==> src/rtl/alu_useq.sv <==
// Microcode sequencer for the Koblitz-curve ALU accumulator datapath.
// Fetches from a synchronous micro-ROM and drives the ALU control bundle in EXEC.
module alu_useq #(
  parameter int AW = 8,
  parameter int UW = 43
) (
  input  logic          clk,
  input  logic          rst,
  input  logic          start,
  input  logic [AW-1:0] entry_addr,
  output logic          busy,
  output logic          done,
  output logic          illegal,
  output logic          urom_en,
  output logic [AW-1:0] uaddr,
  input  logic [UW-1:0] udata,
  input  logic          LSB_store,
  input  logic          b0_one,
  input  logic          b1_zero,
  input  logic          M4_out0,
  output logic [8:0]    control_group1,
  output logic [13:0]   control_group2,
  output logic [1:0]    mode,
  output logic          sel4,
  output logic          sel5,
  output logic [2:0]    ROM_sel,
  output logic          rst_d_carry
);

  typedef enum logic [1:0] {S_IDLE = 2'd0, S_FETCH = 2'd1, S_EXEC = 2'd2} state_t;

  localparam logic [3:0] OP_NEXT  = 4'd0;
  localparam logic [3:0] OP_JMP   = 4'd1;
  localparam logic [3:0] OP_BLSB  = 4'd2;
  localparam logic [3:0] OP_BTERM = 4'd3;
  localparam logic [3:0] OP_BM4   = 4'd4;
  localparam logic [3:0] OP_LDC   = 4'd5;
  localparam logic [3:0] OP_DJNZ  = 4'd6;
  localparam logic [3:0] OP_CALL  = 4'd7;
  localparam logic [3:0] OP_RET   = 4'd8;
  localparam logic [3:0] OP_HALT  = 4'd9;

  state_t        state_q, state_d;
  logic [AW-1:0] uaddr_q, uaddr_d;
  logic [AW-1:0] ret_q, ret_d;
  logic [7:0]    cnt_q, cnt_d;
  logic          illegal_q, illegal_d;
  logic          busy_q, busy_d;
  logic          urom_en_q, urom_en_d;

  logic [3:0]    op_s;
  logic [AW-1:0] tgt_s;
  logic [AW-1:0] nxt_s;
  logic [7:0]    cnt_dec_s;
  logic [30:0]   dp_s;
  logic          exec_s;

  assign op_s      = udata[42:39];
  assign tgt_s     = udata[31 +: AW];
  assign nxt_s     = uaddr_q + AW'(1);
  assign cnt_dec_s = cnt_q - 8'd1;
  assign exec_s    = (state_q == S_EXEC);

  // State and datapath registers
  always_ff @(posedge clk or posedge rst) begin
    if (rst) begin
      state_q   <= S_IDLE;
      uaddr_q   <= '0;
      ret_q     <= '0;
      cnt_q     <= 8'd0;
      illegal_q <= 1'b0;
      busy_q    <= 1'b0;
      urom_en_q <= 1'b0;
    end else begin
      state_q   <= state_d;
      uaddr_q   <= uaddr_d;
      ret_q     <= ret_d;
      cnt_q     <= cnt_d;
      illegal_q <= illegal_d;
      busy_q    <= busy_d;
      urom_en_q <= urom_en_d;
    end
  end

  // Next state and next microaddress; uaddr holds the executing address through EXEC
  always_comb begin
    state_d   = state_q;
    uaddr_d   = uaddr_q;
    ret_d     = ret_q;
    cnt_d     = cnt_q;
    illegal_d = illegal_q;
    urom_en_d = 1'b0;
    case (state_q)
      S_IDLE: begin
        if (start) begin
          uaddr_d   = entry_addr;
          urom_en_d = 1'b1;
          illegal_d = 1'b0;
          state_d   = S_FETCH;
        end else begin
          state_d = S_IDLE;
        end
      end
      S_FETCH: state_d = S_EXEC;
      S_EXEC: begin
        state_d   = S_FETCH;
        urom_en_d = 1'b1;
        case (op_s)
          OP_NEXT:  uaddr_d = nxt_s;
          OP_JMP:   uaddr_d = tgt_s;
          OP_BLSB:  uaddr_d = LSB_store ? tgt_s : nxt_s;
          OP_BTERM: uaddr_d = (b0_one && b1_zero) ? tgt_s : nxt_s;
          OP_BM4:   uaddr_d = M4_out0 ? tgt_s : nxt_s;
          OP_LDC: begin
            cnt_d   = udata[38:31];
            uaddr_d = nxt_s;
          end
          OP_DJNZ: begin
            cnt_d   = cnt_dec_s;
            uaddr_d = (cnt_dec_s != 8'd0) ? tgt_s : nxt_s;
          end
          OP_CALL: begin
            ret_d   = nxt_s;
            uaddr_d = tgt_s;
          end
          OP_RET:   uaddr_d = ret_q;
          OP_HALT: begin
            state_d   = S_IDLE;
            urom_en_d = 1'b0;
          end
          default: begin
            illegal_d = 1'b1;
            state_d   = S_IDLE;
            urom_en_d = 1'b0;
          end
        endcase
      end
      default: state_d = S_IDLE;
    endcase
    busy_d = (state_d != S_IDLE);
  end

  // Output decode: the datapath field is live only in EXEC, FETCH is a NOP
  always_comb begin
    dp_s = 31'd0;
    done = 1'b0;
    if (exec_s) begin
      dp_s = udata[30:0];
      done = (op_s == OP_HALT);
    end else begin
      dp_s = 31'd0;
      done = 1'b0;
    end
  end

  assign control_group1 = dp_s[30:22];
  assign control_group2 = dp_s[21:8];
  assign mode           = dp_s[7:6];
  assign sel4           = dp_s[5];
  assign sel5           = dp_s[4];
  assign ROM_sel        = dp_s[3:1];
  assign rst_d_carry    = dp_s[0];
  assign uaddr          = uaddr_q;
  assign busy           = busy_q;
  assign illegal        = illegal_q;
  assign urom_en        = urom_en_q;

endmodule
==> config.mk <==
export PLATFORM = sky130hd
export DESIGN_NAME = alu_useq
export DESIGN_NICKNAME = d
export VERILOG_FILES = /design/src/rtl/alu_useq.sv
export SDC_FILE = /design/constraint.sdc
export NUM_CORES = 1
export LEC_CHECK = 0
export CAP_MARGIN = 20
export CORE_MARGIN = 10
export CORE_UTILIZATION = 39
export DETAILED_ROUTE_END_ITERATION = 12
export GPL_ROUTABILITY_DRIVEN = 0
export PLACE_DENSITY = 0.77
export SLEW_MARGIN = 10
export SYNTH_ARGS = -nofsm -noshare
export SYNTH_HDL_FRONTEND = slang
export SYNTH_SLANG_ARGS = --single-unit
==> constraint.sdc <==
create_clock -name clk -period 1.9 [get_ports clk]
set_input_delay 0.19 -clock clk [delete_from_list [all_inputs] [get_ports clk]]
set_output_delay 0.19 -clock clk [all_outputs]
set_load 0.1 [all_outputs]
* After elaboration in Yosys (flattened, before gate mapping)
Index checks and enable logic that the tools add are counted.
** Storage, ports and cells
- Output and inout port bits :: 43
- Word-level logic and storage cells :: 57
- Input port bits :: 58
- Flip-flop bits (word level) :: 29
** Cells by class
- Equality and inequality tests :: 14
- Mux-type cells :: 19
- $add $sub $neg :: 2
- Reductions and logical operators :: 15
** Operator list (number)
- one-hot mux 8 bit (7 select lines) :: 1
- 2-to-1 mux 8 bit :: 5
- one-hot mux 8 bit (2 select lines) :: 2
- 2-to-1 mux 31 bit :: 1
- == test 4 x 3 -> 1 bit, second input constant :: 4
- OR reduction 10 bit :: 1
- OR reduction 9 bit :: 1
- adder 8 x 1 -> 8 bit, second input constant :: 1
- == test 4 x 2 -> 1 bit, second input constant :: 2
- == test 4 bit, second input constant :: 2
- inequality test 8 x 3 -> 1 bit, second input constant :: 1
- nonzero test 8 bit :: 1
- subtractor 8 x 1 -> 8 bit, second input constant :: 1
- 2-to-1 mux 1 bit :: 7
- one-hot mux 2 bit (3 select lines) :: 1
- AND reduction 3 bit :: 2
- nonzero test 2 bit :: 3
- == test 4 x 1 -> 1 bit, second input constant :: 1
- logical NOT 4 bit :: 1
- inequality test 2 bit, second input constant :: 2
- one-hot mux 1 bit (2 select lines) :: 2
- AND reduction 2 bit :: 2
- OR reduction 2 bit :: 2
- == test 2 x 1 -> 1 bit, second input constant :: 1
- 3 further kinds :: 3

* Logic depth before layout (Yosys ltp)
Gate-level depths: netlist (run 1).
- Word-level depth :: 5
- Gate-level depth with buffers :: 8
- Gate-level depth less buffers :: 7

* Worst setup path before layout (run 1)
OpenSTA, ideal clock, no wires.
- Path kind :: flip-flop to output port
- Start :: register state_q[0]
- End :: output port done
- Data required time :: 1710 ps
- Path slack :: -1118 ps
- Cell stages (with the launch flop) :: 4
- Arrival :: 2828 ps
- Cells stage by stage :: dfrtp_1 -> nand2b_1 -> clkbuf_1 -> nor3_1
** Between the ends
- Longest elaborated chain between the ends :: 2
** Ends and longest elaborated chain
- start, declared :: line 43 : state_t state_q, state_d;
- start signal, assigned :: line 75 : state_q <= state_d;
- == test 2 bit :: line 62 : assign exec_s = (state_q == S_EXEC);
- 2-to-1 mux 1 bit :: line 147 : if (exec_s) begin
- end, declared :: line 12 : output logic done,
No other way between the ends.

* Final worst setup path (run 1)
- Start :: register cnt_q[2]
- End :: register uaddr_q[6] (netlist: uaddr[6])
** Between the ends
- Longest elaborated chain between the ends :: 5
** Ends and longest elaborated chain
- start, declared :: line 46 : logic [7:0] cnt_q, cnt_d;
- start signal, assigned :: line 78 : cnt_q <= cnt_d;
- subtractor 8 x 1 -> 8 bit :: line 61 : assign cnt_dec_s = cnt_q - 8'd1;
- nonzero test 8 bit :: line 120 : uaddr_d = (cnt_dec_s != 8'd0) ? tgt_s : nxt_s;
- 2-to-1 mux 8 bit :: line 120
- one-hot mux 8 bit (7 select lines) :: line 108 : case (op_s)
- one-hot mux 8 bit (2 select lines) :: line 93 : case (state_q)
- end signal, assigned :: line 76 : uaddr_q <= uaddr_d;
- end, declared :: line 44 : logic [AW-1:0] uaddr_q, uaddr_d;
No other way between the ends.
A chain may end at the register's enable or synchronous reset.

==> results of run 1 <==
worst max path at each step:
stage,endpoint,slack [ps],cells past startpoint
2_1_floorplan,uaddr[6],5,5
4_1_cts,uaddr[6],-80,5
6_report,uaddr[6],-110,5
5_1_grt,uaddr[6],-140,5
3_3_place_gp,uaddr[7],-340,7
3_5_place_dp,uaddr[7],-400,7
metrics by stage:
stage | hold WS, ps | TNS (ps) | cells | utilization (%)
finish | 269 | -496 | 509 | 71.7
global route | 303 | -888 | 509 | 71.7
CTS | 281 | -129 | 506 | 71.0
detailed placement | 496 | -3170 | 498 | 68.4
global placement | 491 | -2390 | 498 | 68.4
floorplan | 268 | 0 | 298 | -
layout by cell type (no fill, tap or decap), types with 4 or more instances in the layout:
cell type | synthesis | routed
dfrtp_1 | 29 | 23
clkdlybuf4s50_1 | 0 | 57
nor2_1 | 28 | 27
nor2b_1 | 5 | 4
clkbuf_8 | 0 | 5
a22oi_1 | 5 | 5
dfrtp_2 | 0 | 5
buf_12 | 0 | 33
xor2_1 | 6 | 6
o211ai_1 | 8 | 8
nor3_1 | 6 | 5
nand3_1 | 10 | 10
nor3b_1 | 5 | 4
a21oi_1 | 21 | 21
nand4_1 | 6 | 6
mux2_2 | 5 | 5
nand2_1 | 25 | 25
inv_1 | 9 | 8
buf_4 | 2 | 53
o21ai_0 | 24 | 24
and2_2 | 0 | 30
flip-flops by register name (all words and copies together), names as in the netlist:
register and flops:
state_q 2, ret_q 8, busy 1, uaddr 8, urom_en 1, cnt_q 8, illegal 1
worst reg2reg max path, cell delays in order (launching register included):
cell and delay [ps]:
dfrtp_1 390, or4_4 590, xnor2_4 190, a211oi_4 100
o311a_1 330, a311o_1 290
layout make-up:
| type | instances | share of cell area (%) |
|---|---|---|
| multi-input combinational | 241 | 38.7 |
| clock buffer | 5 | 1.62 |
| timing repair buffer | 144 | 38.6 |
| sequential | 29 | 17.3 |
| inverter | 12 | 1.12 |
| clock inverter | 3 | 0.412 |
| tap | 75 | 2.21 |
logic make-up (layout without fill, tap and decap cells):
kind of cell | count (synthesis) | count (layout) | synth area share (%)
buf+inv | 28 | 164 | 6.10
xor+xnor | 9 | 9 | 3.63
compound gates | 87 | 87 | 24.0
simple gates | 137 | 137 | 31.9
mux | 5 | 5 | 2.36
flops | 29 | 29 | 30.5
fa+ha+maj | 3 | 3 | 1.58
per-layer routing:
layer / part of all wire, % / wire, um / GRT usage (%) / vias up
met1: 37 / 3460 / 20.6 / 1295
met3: 16 / 1500 / 11.8 / 25
met4: 2.5 / 234 / 6.06 / 0
met2: 45 / 4270 / 30.0 / 185
li1: - / - / - / 1342
met5: 0 / 0 / 0 / -
power groups by stage:
stage	Clock [W]	Sequential [W]	Combinational, W
after detailed placement	0	0.00126	0.00506
after CTS	0.000522	0.00127	0.00519
after floorplan	0	0.00202	0.00255
after global placement	0	0.00125	0.00499
after global routing	0.000550	0.00133	0.00559
final	0.000519	0.00128	0.00532
what timing repair did:
action / in CTS / in global routing
buffers inserted: 0 / 3
setup endpoints to repair: 9 / 9
pin swaps: 4 / 6
resized for setup: 12 / 6
==> flow_summary.toml, run 1 <==
[power_and_ir_drop]
p_int_w = 0.00310
pwr-share-seq_pct = 18.0
p_comb_share_pct = 74.7
power_density_nw_per_um2 = 1680
switching_share_pct = 56.4
vdd_ir_drop_max_v = 0.00127
leakage_nw = 1.76
clock_power_share_pct = 7.3
power_w = 0.00712
power.switching_w = 0.00402

[timing]
max_freq_mhz = 499
setup_violations = 8
fin_crit_sh_pct = 106
timing.final.ws_setup_ps = -105
finalCriticalPeriod_ps = 2010
tightest_slew_ps = 540
drv_slew = 0
slew_headroom_pct = 63.8
final-hold-violation-count = 0
skew_ps = 5.79
grt_setup_unrepaired = "yes"

[status]
violations = "negative setup slack"
status = "finished, violations left"

[logic_synthesis]
synth_edf_count = 0
synth_nets = 359
synth_cells = 298
synth_most_common_cell = "and2_1"
netlist_area_um2 = 2380
synth_top_area_share_pct = 30.5
ys_seq_area_share_pct = 30.5
syn_area_per_cell_um2 = 7.99
synth.area.top_cells = "dfrtp_1 (30%), and2_1 (8.4%), o21ai_0 (5.0%)"
synth_common_cells = "and2_1 (32), dfrtp_1 (29), nor2_1 (28)"
synth-seq-cells = 29
synth_ff_type = "dfrtp_1"
yosysUniqueCellTypes = 59
yosysTopAreaCell = "dfrtp_1"
ys_async_sr_fraction_pct = 100
synth_warnings = 0

[clock_tree]
cts_buffer_depth = 2
clk_pin_slew_worst_paths_ps = 70
cts_tree = "built"
clk_latency_ps = 290
cts_inserted_buffers = 5
holdBufCountCts = 0
cts-root-buf = "clkbuf_8"
cts.sinks = 29
htree_levels = 2

[job]
cap_viol_max_count = 0

[setup_path]
critPathMaxStageDelay_ps = 590
timing.reg2reg.setup_slack_ps = -110
path_cells = "or4_4 > xnor2_4 > a211oi_4 > o311a_1 > a311o_1"
worstReg2RegStart = "cnt_q[2]"
start_kind = "flip-flop"
criticalPathCategory = "reg2reg"
r2r_cells = 5
cp_top_family = "compound AO/OA/AOI/OAI gates"
cp.required_ps = 2080
timing.rr.end = "uaddr[6]"
crit_slowest_cell = "or4_4"
startpoint = "cnt_q[2]"
crit_buf_inv = 0
worstPathArrival_ps = 2180
crit_fanout = 5
worstSetupEndpointType = "flip-flop"

[floorplanning]
core_area_um2 = 5920
num_io_pins = 101
initial_core_util_pct = 40.2
die_y_um = 98.1
placementRows = 28
die_w_um = 98.1
dieArea_um2 = 9630

[global_route]
grt-ovfl-total = 0
first_global_vias = 2936
track_usage_pct = 19.0
antenna_found_initial = 0
grt_start_max_net_pins = 40
grt_pass1_wl_um = 15200

[place]
hpwl_um = 7370
pre_cts_slack_ps = -395
port-buffer-count = 100
postPlaceCellArea_um2 = 4050

[cells_and_area]
nets = 494
num-fill-cells = 431
register_area_um2 = 736
layout-drive-gt1-share_pct = 36.4
diodes = 0
fin_area_um2 = 4250
area_delta_synth_final_pct = 78.3
multi_input_area_um2 = 1640

[drt]
vias = 2847
drt_iter0_markers = 238
wl_per_cell_um = 18.6
drc = 0
via_per_inst = 5.59
drtPass1Iterations = 5
drt-total-wl_um = 9470
ant_nets = 0

[worst_hold_path]
hold_class = "in2async"
Note: power is estimated with default switching activity, not from simulation.
==> run 2: changes to the inputs <==
- PLACE_DENSITY: 0.77 -> default
- PLACE_DENSITY_LB_ADDON: default -> 0.12
==> run 2 against run 1 <==
The flow still finishes with violations (negative setup slack). Fmax is 3.0% higher. Final area is 1.0% higher. Die area stayed put. Routed wire length is 0.79% lower. Critical path type unchanged. Largest power group unchanged.
==> flow_summary.toml, run 2 (synthesis gave the netlist of run 1 again) <==
[power_and_ir_drop]
clock_power_share_pct = 9.4
power_density_nw_per_um2 = 1680
leakage_nw = 1.78
power_w = 0.00721
p_comb_share_pct = 73.0
switching_share_pct = 55.0
vdd_ir_drop_max_v = 0.00185
p_int_w = 0.00325
pwr-share-seq_pct = 17.6
power.switching_w = 0.00396

[timing]
slew_headroom_pct = 70.8
finalCriticalPeriod_ps = 1950
drv_slew = 0
holdWs_ps = 294
fin_crit_sh_pct = 103
final-hold-violation-count = 0
max_freq_mhz = 513
grt_setup_unrepaired = "yes"
timing.final.ws_setup_ps = -47.9
skew_ps = 4.83
tightest_slew_ps = 438
setup_violations = 5

[place]
postPlaceCellArea_um2 = 4070
pre_cts_slack_ps = -222
port-buffer-count = 100
hpwl_um = 7350

[drt]
drtPass1Iterations = 4
vias = 2817
drc = 0
drt-total-wl_um = 9400
via_per_inst = 5.51
wl_per_cell_um = 18.4
ant_nets = 0
drt_iter0_markers = 183

[cells_and_area]
nets = 496
layout-drive-gt1-share_pct = 36.5
diodes = 0
area_delta_synth_final_pct = 80.1
fin_area_um2 = 4290
final_cell_mix = "clkdlybuf4s50_1 (57), buf_4 (55), buf_12 (33)"
final_common_cell = "clkdlybuf4s50_1"

[clock_tree]
holdBufCountCts = 0
cts_tree = "built"
cts.sinks = 29
clk_pin_slew_worst_paths_ps = 70
cts-root-buf = "clkbuf_8"
cts_buffer_depth = 2
cts_inserted_buffers = 5
htree_levels = 2
clk_latency_ps = 280

[floorplanning]
die_w_um = 98.1
initial_core_util_pct = 40.2
die_y_um = 98.1
num_io_pins = 101
dieArea_um2 = 9630
core_area_um2 = 5920
placementRows = 28

[setup_path]
worstReg2RegStart = "cnt_q[1]"
r2r_cells = 5
worstPathArrival_ps = 2110
worstSetupEndpointType = "flip-flop"
cp.required_ps = 2060
startpoint = "cnt_q[1]"
crit_fanout = 3
start_kind = "flip-flop"
criticalPathCategory = "reg2reg"

[global_route]
grt-ovfl-total = 0
grt_pass1_wl_um = 14900
track_usage_pct = 18.7
grt_start_max_net_pins = 40
first_global_vias = 2779
antenna_found_initial = 0

[worst_hold_path]
hold_class = "in2async"

[job]
cap_viol_max_count = 0

[status]
status = "finished, violations left"
violations = "negative setup slack"
## run 2: what timing repair did
action                     CTS  global route
setup endpoints to repair    6             8
resized for setup           10             8
pin swaps                    5             1
setup buffers                2             0
## run 2: layer usage
| layer | GRT usage (%) | part of all wire (%) | vias up |
|---|---|---|---|
| met3 | 11.1 | 14 | 21 |
| met2 | 29.1 | 44 | 144 |
| li1 | - | - | 1350 |
| met5 | 0 | 0 | - |
| met4 | 7.61 | 2.9 | 0 |
| met1 | 20.4 | 39 | 1302 |
## run 2: layout make-up
cell class / count / area [um^2]
clock inverters: 1 / 30.0
flip-flops and latches: 29 / 736
well taps: 75 / 93.8
repair buffers: 146 / 1660
inverters: 12 / 45.0
clock buffers: 7 / 86.3
fillers: 440 / 1630
multi-input cells: 241 / 1640
## run 2: power groups by stage
stage | combinational [W] | sequential [W] | clock [W]
CTS | 0.00522 | 0.00126 | 0.000682
detailed placement | 0.00509 | 0.00125 | 0
global placement | 0.00503 | 0.00125 | 0
global route | 0.00556 | 0.00131 | 0.000712
floorplan | 0.00255 | 0.00202 | 0
finish | 0.00526 | 0.00127 | 0.000677
## run 2: metrics by stage
step           cells  TNS (ps)  utilization (%)
5_1_grt          511      -360             72.4
3_5_place_dp     501     -1690             68.8
4_1_cts          511     -32.2             71.9
3_3_place_gp     501     -1160             68.8
6_report         511     -92.9             72.4
2_1_floorplan    298         0                -
## run 2: final timing paths
path | end | slack [ps]
min in group clk | ret_q[6] | 510
setup reg to reg | uaddr[6] | -50
hold reg to reg | ret_q[6] | 510
max in group asynchronous | uaddr[2] | 1280
setup / recovery | uaddr[6] | -50
hold / removal | cnt_q[5] | 290
## run 2: worst max-delay path: stages, from the launching register on
cell and delay (ps):
dfrtp_1 410, or4_4 570, xnor2_4 190, a211oi_4 70, o311a_1 300, a311o_1 280
